### src/rtl/hfilter_seq.sv
// rtl/hfilter_seq.sv - edge-replicating sequencer and coefficient holder for the 3-tap hfilter
// Optional feature macro: HFILTER_SEQ_DROP_CNT_EN (adds drop_cnt_o).
module hfilter_seq #(
    parameter int DATA_WIDTH  = 8,
    parameter int COEFF_WIDTH = 14,
    parameter int COL_WIDTH   = 12,
    parameter int ROW_WIDTH   = 12
) (
    input  logic                   clk,
    input  logic                   rst_n,
    input  logic                   pix_valid_i,
    output logic                   pix_ready_o,
    input  logic [DATA_WIDTH-1:0]  pix_data_i,
    input  logic                   pix_sof_i,
    input  logic                   pix_eol_i,
    input  logic                   cfg_we_i,
    input  logic [1:0]             cfg_addr_i,
    input  logic [COEFF_WIDTH-1:0] cfg_wdata_i,
    input  logic                   cfg_commit_i,
    output logic                   filt_valid_o,
    output logic [DATA_WIDTH-1:0]  filt_data_o,
    output logic [DATA_WIDTH-1:0]  filt_center_o,
    output logic [COEFF_WIDTH-1:0] coeff00_o,
    output logic [COEFF_WIDTH-1:0] coeff01_o,
    output logic [COEFF_WIDTH-1:0] coeff02_o,
    input  logic                   filt_valid_i,
    output logic                   out_valid_o,
    output logic                   out_sof_o,
    output logic                   out_sol_o,
    output logic                   out_eol_o,
    output logic [ROW_WIDTH-1:0]   line_cnt_o,
    output logic                   commit_pend_o
`ifdef HFILTER_SEQ_DROP_CNT_EN
    ,
    output logic [15:0]            drop_cnt_o
`endif
);

    typedef enum logic [2:0] {S_IDLE, S_LSTART, S_PAD_L, S_RUN, S_POST} state_t;

    localparam int UNITY_I = 1 << (COEFF_WIDTH - 2);
    localparam logic [COEFF_WIDTH-1:0] UNITY = UNITY_I[COEFF_WIDTH-1:0];

    state_t                 state_q;
    logic                   ready_q;
    logic                   fvalid_q;
    logic [DATA_WIDTH-1:0]  fdata_q;
    logic [DATA_WIDTH-1:0]  pix_q;
    logic                   first_eol_q;
    logic                   frame_first_q;
    logic [COL_WIDTH-1:0]   k_q;
    // sideband bits: [3]=sof [2]=sol [1]=eol [0]=qual
    logic [3:0]             side_q, side_p1_q, side_p2_q;
    logic [ROW_WIDTH-1:0]   line_cnt_q;
    logic                   pend_q;
    logic [COEFF_WIDTH-1:0] sh0_q, sh1_q, sh2_q, sh0_d, sh1_d, sh2_d;
    logic [COEFF_WIDTH-1:0] act0_q, act1_q, act2_q;

    logic accept, sof_acc, sol_now, apply;

    assign accept  = pix_valid_i & ready_q;
    assign sof_acc = accept & pix_sof_i;
    assign sol_now = (k_q == COL_WIDTH'(2));
    assign apply   = pend_q & ((state_q == S_IDLE) | sof_acc);

    always_ff @(posedge clk or negedge rst_n) begin
        if (!rst_n) begin
            state_q       <= S_IDLE;
            ready_q       <= 1'b1;
            fvalid_q      <= 1'b0;
            fdata_q       <= '0;
            pix_q         <= '0;
            first_eol_q   <= 1'b0;
            frame_first_q <= 1'b0;
            k_q           <= '0;
            side_q        <= '0;
        end else begin
            fvalid_q <= 1'b0;
            side_q   <= '0;
            if (sof_acc) frame_first_q <= 1'b1;
            case (state_q)
                S_IDLE, S_LSTART: begin
                    if (accept && (pix_sof_i || state_q == S_LSTART)) begin
                        fvalid_q    <= 1'b1;
                        fdata_q     <= pix_data_i;
                        pix_q       <= pix_data_i;
                        first_eol_q <= pix_eol_i;
                        k_q         <= COL_WIDTH'(1);
                        state_q     <= S_PAD_L;
                        ready_q     <= 1'b0;
                    end
                end
                S_PAD_L: begin
                    fvalid_q <= 1'b1;
                    fdata_q  <= pix_q;
                    k_q      <= COL_WIDTH'(2);
                    state_q  <= first_eol_q ? S_POST : S_RUN;
                    ready_q  <= ~first_eol_q;
                end
                S_RUN: begin
                    if (accept && pix_sof_i) begin
                        state_q <= S_LSTART;
                    end else if (accept) begin
                        fvalid_q <= 1'b1;
                        fdata_q  <= pix_data_i;
                        pix_q    <= pix_data_i;
                        side_q   <= {sol_now & frame_first_q, sol_now, 1'b0, 1'b1};
                        k_q      <= k_q + COL_WIDTH'(1);
                        if (pix_eol_i) begin
                            state_q <= S_POST;
                            ready_q <= 1'b0;
                        end
                    end
                end
                S_POST: begin
                    fvalid_q      <= 1'b1;
                    fdata_q       <= pix_q;
                    side_q        <= {sol_now & frame_first_q, sol_now, 1'b1, 1'b1};
                    frame_first_q <= 1'b0;
                    state_q       <= S_LSTART;
                    ready_q       <= 1'b1;
                end
                default: begin
                    state_q <= S_IDLE;
                    ready_q <= 1'b1;
                end
            endcase
        end
    end

    // Two stages to line the sidebands up with the filter's output
    always_ff @(posedge clk or negedge rst_n) begin
        if (!rst_n) begin
            side_p1_q <= '0;
            side_p2_q <= '0;
        end else begin
            side_p1_q <= side_q;
            side_p2_q <= side_p1_q;
        end
    end

    always_ff @(posedge clk or negedge rst_n) begin
        if (!rst_n) begin
            line_cnt_q <= '0;
        end else if (sof_acc) begin
            line_cnt_q <= '0;
        end else if (state_q == S_POST && line_cnt_q != '1) begin
            line_cnt_q <= line_cnt_q + ROW_WIDTH'(1);
        end
    end

    always_comb begin
        sh0_d = sh0_q;
        sh1_d = sh1_q;
        sh2_d = sh2_q;
        if (cfg_we_i) begin
            case (cfg_addr_i)
                2'd0:    sh0_d = cfg_wdata_i;
                2'd1:    sh1_d = cfg_wdata_i;
                2'd2:    sh2_d = cfg_wdata_i;
                default: ;
            endcase
        end
    end

    // Copy from the next-state shadow so a write in the applying cycle is included
    always_ff @(posedge clk or negedge rst_n) begin
        if (!rst_n) begin
            sh0_q  <= '0;
            sh1_q  <= UNITY;
            sh2_q  <= '0;
            act0_q <= '0;
            act1_q <= UNITY;
            act2_q <= '0;
            pend_q <= 1'b0;
        end else begin
            sh0_q <= sh0_d;
            sh1_q <= sh1_d;
            sh2_q <= sh2_d;
            if (apply) begin
                act0_q <= sh0_d;
                act1_q <= sh1_d;
                act2_q <= sh2_d;
                pend_q <= cfg_commit_i;
            end else begin
                pend_q <= pend_q | cfg_commit_i;
            end
        end
    end

`ifdef HFILTER_SEQ_DROP_CNT_EN
    logic [15:0] drop_q;
    logic        drop;
    assign drop = accept & (((state_q == S_IDLE) & ~pix_sof_i) | ((state_q == S_RUN) & pix_sof_i));
    always_ff @(posedge clk or negedge rst_n) begin
        if (!rst_n) begin
            drop_q <= '0;
        end else if (drop && drop_q != 16'hFFFF) begin
            drop_q <= drop_q + 16'd1;
        end
    end
    assign drop_cnt_o = drop_q;
`endif

    assign pix_ready_o   = ready_q;
    assign filt_valid_o  = fvalid_q;
    assign filt_data_o   = fdata_q;
    assign filt_center_o = fdata_q;
    assign coeff00_o     = act0_q;
    assign coeff01_o     = act1_q;
    assign coeff02_o     = act2_q;
    assign out_valid_o   = filt_valid_i & side_p2_q[0];
    assign out_eol_o     = filt_valid_i & side_p2_q[1];
    assign out_sol_o     = filt_valid_i & side_p2_q[2];
    assign out_sof_o     = filt_valid_i & side_p2_q[3];
    assign line_cnt_o    = line_cnt_q;
    assign commit_pend_o = pend_q;

endmodule

### config.mk
export PLATFORM = sky130hd
export DESIGN_NAME = hfilter_seq
export DESIGN_NICKNAME = d
export VERILOG_FILES = /design/src/rtl/hfilter_seq.sv
export SDC_FILE = /design/constraint.sdc
export NUM_CORES = 1
export LEC_CHECK = 0
export ABC_AREA = 1
export CORE_MARGIN = 2
export CORE_UTILIZATION = 53
export CTS_CLUSTER_SIZE = 30
export DETAILED_ROUTE_END_ITERATION = 8
export GPL_ROUTABILITY_DRIVEN = 0
export PLACE_DENSITY = 0.92
export SLEW_MARGIN = 15
export SYNTH_ARGS = -nofsm -noshare
export SYNTH_HDL_FRONTEND = slang
export SYNTH_SLANG_ARGS = --single-unit
### constraint.sdc
create_clock -name clk -period 1.9 [get_ports clk]
set_clock_uncertainty 0.05 [all_clocks]
set_input_delay 0.38 -clock clk [delete_from_list [all_inputs] [get_ports clk]]
set_output_delay 0.38 -clock clk [all_outputs]
set_load 0.02 [all_outputs]
# After elaboration in Yosys (flattened, before gate mapping)
# Cells that the tools add are included.
dict set report word_totals {
  wordCells 103
  regBits 144
  output_inout_bits 77
}
dict set report op_classes {
  eq_ne 14
  addsub 2
  n_mux 38
  reduce_logical 19
  n_bitwise 11
}
# op count
set ops {}
lappend ops {{14-bit two-way mux} 6}
lappend ops {{12-bit two-way mux} 5}
lappend ops {{12-bit case mux with 3 select lines} 1}
lappend ops {{12-bit by 1-bit adder with 12-bit output (second input constant)} 2}
lappend ops {{8-bit two-way mux} 3}
lappend ops {{8-bit case mux with 3 select lines} 1}
lappend ops {{8-bit case mux with 2 select lines} 1}
lappend ops {{4-bit AND reduction} 4}
lappend ops {{3-bit two-way mux} 5}
lappend ops {{12-bit by 2-bit == test with 1-bit output (second input constant)} 1}
lappend ops {{12-bit inequality test (second input constant)} 1}
lappend ops {{3-bit case mux with 4 select lines} 1}
lappend ops {{1-bit two-way mux} 10}
lappend ops {{1-bit AND} 8}
lappend ops {{4-bit two-way mux} 2}
lappend ops {{2-bit inequality test (second input constant)} 4}
lappend ops {{4-bit case mux with 2 select lines} 1}
lappend ops {{3-bit by 2-bit == test with 1-bit output (second input constant)} 2}
lappend ops {{3-bit inequality test (second input constant)} 2}
lappend ops {{1-bit case mux with 3 select lines} 2}
lappend ops {{2-bit nonzero test} 3}
lappend ops {{3-bit nonzero test} 2}
lappend ops {{2-bit OR reduction} 2}
lappend ops {{3-bit by 1-bit == test with 1-bit output (second input constant)} 1}
lappend ops {{11 further kinds} 14}

# Longest topological paths before layout
dict set report depth {
  word_depth 5
  depth_mapped 9
  mapped_depth_nobuf 9
}

# Worst setup path after synthesis
# Ideal clock, no wire load.
dict set report synth_timing {
  path_type {register -> register}
  from {reg line_cnt_q[0], in the netlist line_cnt_o[0]}
  to {reg line_cnt_q[3], in the netlist line_cnt_o[3]}
  setup_ns 0.083
  setup_slack_ns 0.278
  path_stages_with_launch 9
  t_arrival_ns 1.489
  period_less_slack_ns 1.622
  cell_sequence {dfrtp_1 -> ha_1 -> nand3_1 -> nor2_2 -> nand3_1 -> nand2_2 -> buf_6 -> nand3_1 -> o21ai_0}
}
dict set report synth_via {
  elab_chain_cells 3
  elab_cells_between_ends 6
  cone_classes {add/sub: 1; eq/ne: 1; mux: 2; reduce/logical: 2}
}
# element line_no
set synth_rtl {}
lappend synth_rtl {{start, declared} 54} ;# logic [ROW_WIDTH-1:0] line_cnt_q;
lappend synth_rtl {{start signal, assigned} 148} ;# line_cnt_q <= line_cnt_q + ROW_WIDTH'(1);
lappend synth_rtl {{12-bit by 1-bit adder with 12-bit output or 12-bit inequality test (tied branches)} {148, 147}}
lappend synth_rtl {{12-bit two-way mux or 1-bit logical AND (tied branches)} 147} ;# end else if (state_q == S_POST && line_cnt_q != '1) begin
lappend synth_rtl {{12-bit two-way mux or 2-bit nonzero test (tied branches)} n/a}
# Several ways; a longest one is shown, not always the timed one. The select of a mux whose other input is x is not followed.
# A chain may end at the register's enable or synchronous reset.

# Worst setup path after layout
dict set report layout_timing {
  from {in filt_valid_i}
  to {out out_sol_o}
}
dict set report layout_via {
  elab_chain_cells 1
}
# element line_no
set layout_rtl {}
lappend layout_rtl {{start, declared} 26} ;# input logic filt_valid_i,
lappend layout_rtl {{1-bit AND} 214} ;# assign out_sol_o = filt_valid_i & side_p2_q[2];
lappend layout_rtl {{end, declared} 29} ;# output logic out_sol_o,
# No other way between the ends.

==> impl_metrics.json <==
{
  "postRouteAntennaNets": 0,
  "vias": 5233,
  "min_from": "side_q[2]$_DFF_PN0_",
  "diodes": 0,
  "firstDrtPassIters": 5,
  "clockBufferDepth": 2,
  "ys_top_cells_by_count": "nand2_1, dfrtp_1, o21ai_0, inv_1, nand3_1",
  "pwr-share-comb_pct": 39.0,
  "hold_end": "side_p1_q[2]$_DFF_PN0_",
  "overflow": 0,
  "synth_nets": 763,
  "rsz0062_at_grt": "false",
  "synthCells": 728,
  "die_h_um": 113,
  "io_pins": 109,
  "yosysMostFrequentCell": "nand2_1",
  "cp-start-kind": "input port",
  "cts.sinks": 144,
  "synth_edf_count": 0,
  "die_w_um": 113,
  "syn_area_sq_mm": 0.00628,
  "synthFlopType": "dfrtp_1",
  "grt_max_degree": 59,
  "area_growth_pct": 31.1,
  "ys_seq_area_share_pct": 57.4,
  "drcViolationCount": 0,
  "setup_tns_ns": 0,
  "insertion_delay_ns": 0.42,
  "grt_pass1_vias": 5241,
  "internal_power_mw": 8.26,
  "min_path_type": "register to register",
  "finalPower_mw": 13.0,
  "outcome": "complete, no violations",
  "p_leak_nw": 4.18,
  "drive_above_1_share_pct": 9.28,
  "required_ns": 1.47,
  "max_freq_mhz": 534,
  "avgViaCountPerCell": 5.21,
  "dieArea_sq_mm": 0.0127,
  "crit_fanout": 4,
  "irDropWorstVdd_mv": 0.942,
  "cts_made_buffers": 17,
  "finalSetupViolCount": 0,
  "powerDensity_mw_per_mm2": 1580,
  "hold_depth": 0,
  "core_area_sq_mm": 0.0115,
  "cts_tree": "done",
  "yosys_warnings": 0,
  "path_clk_slew_ns": 0.06,
  "drt-total-wl_um": 14900,
  "htree_levels": 4,
  "clockPowerShare_pct": 26.5,
  "end_kind": "primary output",
  "yosys.area.top_type_share_pct": 56.2,
  "dp_hpwl_um": 10100,
  "synthDistinctLibCells": 32,
  "reg2reg_slack_ns": 0.22,
  "regToRegEndpoint": "k_q[7]$_DFFE_PN0P_",
  "fin_crit_sh_pct": 98.5,
  "yosys-top-cells-area": "dfrtp_1, nand2_1, o21ai_0",
  "cap_violations": 0,
  "wl_per_cell_um": 14.8,
  "final_net_count": 885,
  "arrival_ns": 1.44,
  "slew_violations": 0,
  "async_flop_share_pct": 100,
  "antenna_found_initial": 0,
  "start_util_pct": 54.8,
  "period_minus_slack_ns": 1.87,
  "swShare_pct": 36.4,
  "drt_iter0_markers": 386,
  "cts_root_buf": "clkbuf_16",
  "finalHoldViolCount": 0,
  "synth-seq-cells": 144,
  "synth.avg_cell_area_sq_um": 8.63,
  "power.switching_mw": 4.74,
  "grt_pass1_wl_um": 25300,
  "reg2reg_depth": 7,
  "io_buffer_count": 108,
  "cts_setup_buffers": 0,
  "row_count": 39,
  "path_class": "input port to primary output",
  "grtUsageTotal_pct": 24.9,
  "reg2reg_from": "state_q[2]$_DFFE_PN0P_",
  "synth_area_leader_cell": "dfrtp_1",
  "seqPwrFrac_pct": 34.5,
  "slew_headroom_pct": 63.8,
  "worst_pin_slew_ns": 0.544
}
[sequential cells by signal, indices dropped and copies added (netlist names), 3 cells and up]
register	cells
coeff00_o	14
coeff01_o	14
coeff02_o	14
filt_center_o	8
k_q	12
line_cnt_o	12
pix_q	8
sh0_q	14
sh1_q	14
sh2_q	14
side_p1_q	4
side_p2_q	4
side_q	4
state_q	3
[placed cells by master (no fill, tap or decap), types with 3 or more instances in the layout]
cell             synthesis  final
dlygate4sd2_1            0     16
o21ai_1                  7      7
ha_1                     3      3
o21ai_2                  9      9
dlymetal6s2s_1           0      5
bufinv_16                0      3
buf_4                   11     19
nand3_1                 48     48
nor2_1                  31     31
dfrtp_1                141    141
clkbuf_16                0     17
xor2_1                   5      5
nand2_2                  3      3
buf_12                   0      6
clkdlybuf4s50_1          0     86
nand4_1                  5      5
dfstp_2                  3      3
o21ai_0                103    103
inv_1                  102    102
nand2_1                217    217
clkbuf_8                 0      4
[power by group through the flow]
stage	Clock, mW	Combinational (mW)	Sequential, mW
after floorplan	0	2.44	5.03
after global placement	0	4.89	4.49
after detailed placement	0	5.06	4.52
after CTS	3.47	5.10	4.48
after global routing	3.63	5.56	4.57
final	3.44	5.08	4.48
[critical path: stages]
cell and delay [ns]:
clkdlybuf4s50_1 0.53, nand2_1 0.08, inv_1 0.08, dlygate4sd2_1 0.37
[metal layers]
metal	vias up	share of wire [%]	track usage [%]
met1	2510	41	31.5
met3	28	6.0	6.64
met5	-	0	0
met2	173	51	42.0
li1	2522	-	-
met4	0	2.1	8.13
[layout make-up]
type                            instances  area [sq um]
Sequential cell                       144          3610
Tap cell                              143           179
Clock buffer                           23           488
Timing Repair Buffer                  134          1350
Fill cell                             798          3240
Multi-Input combinational cell        449          2090
Clock inverter                          8           128
Inverter                              104           390
[repair_timing]
item / in CTS / in global routing
gates resized for setup: 16 / 5
endpoints found under the hold margin: 52 / 0
gates cloned: 0 / 0
hold buffers: 1 / 0
setup endpoints to repair: 16 / 5
[worst max path at each step]
stage / startpoint / to / cells past startpoint
after floorplan: line_cnt_o[0]$_DFFE_PN0P_ / line_cnt_o[3]$_DFFE_PN0P_ / 8
after global routing: filt_center_o[2]$_DFFE_PN0P_ / filt_data_o[2] / 1
after CTS: line_cnt_o[1]$_DFFE_PN0P_ / line_cnt_o[1] / 1
after global placement: filt_valid_i / out_eol_o / 4
final: filt_valid_i / out_sol_o / 4
after detailed placement: filt_valid_i / out_valid_o / 4
[per-stage QoR]
stage	std cells	worst slack (ns)	utilization [%]	hold slack, ns	area [sq um]
2_1_floorplan	728	0.278	-	0.0344	6280
3_3_place_gp	973	-0.116	66.4	0.283	7610
3_5_place_dp	973	-0.165	66.4	0.286	7610
4_1_cts	1005	0.00298	71.7	0.299	8220
5_1_grt	1005	0.00496	71.8	0.302	8230
6_report	1005	0.0290	71.8	0.296	8230
[kinds of logic after synthesis]
logic type	after synthesis	synth area share, %
AND/OR/NAND/NOR	314	20.9
AO/OA/AOI/OAI	125	10.7
buffers and inverters	135	9.38
flip-flops	144	57.4
XOR/XNOR	7	0.976
adder cells (fa/ha/maj)	3	0.598
(Power assumes the default switching activity.)
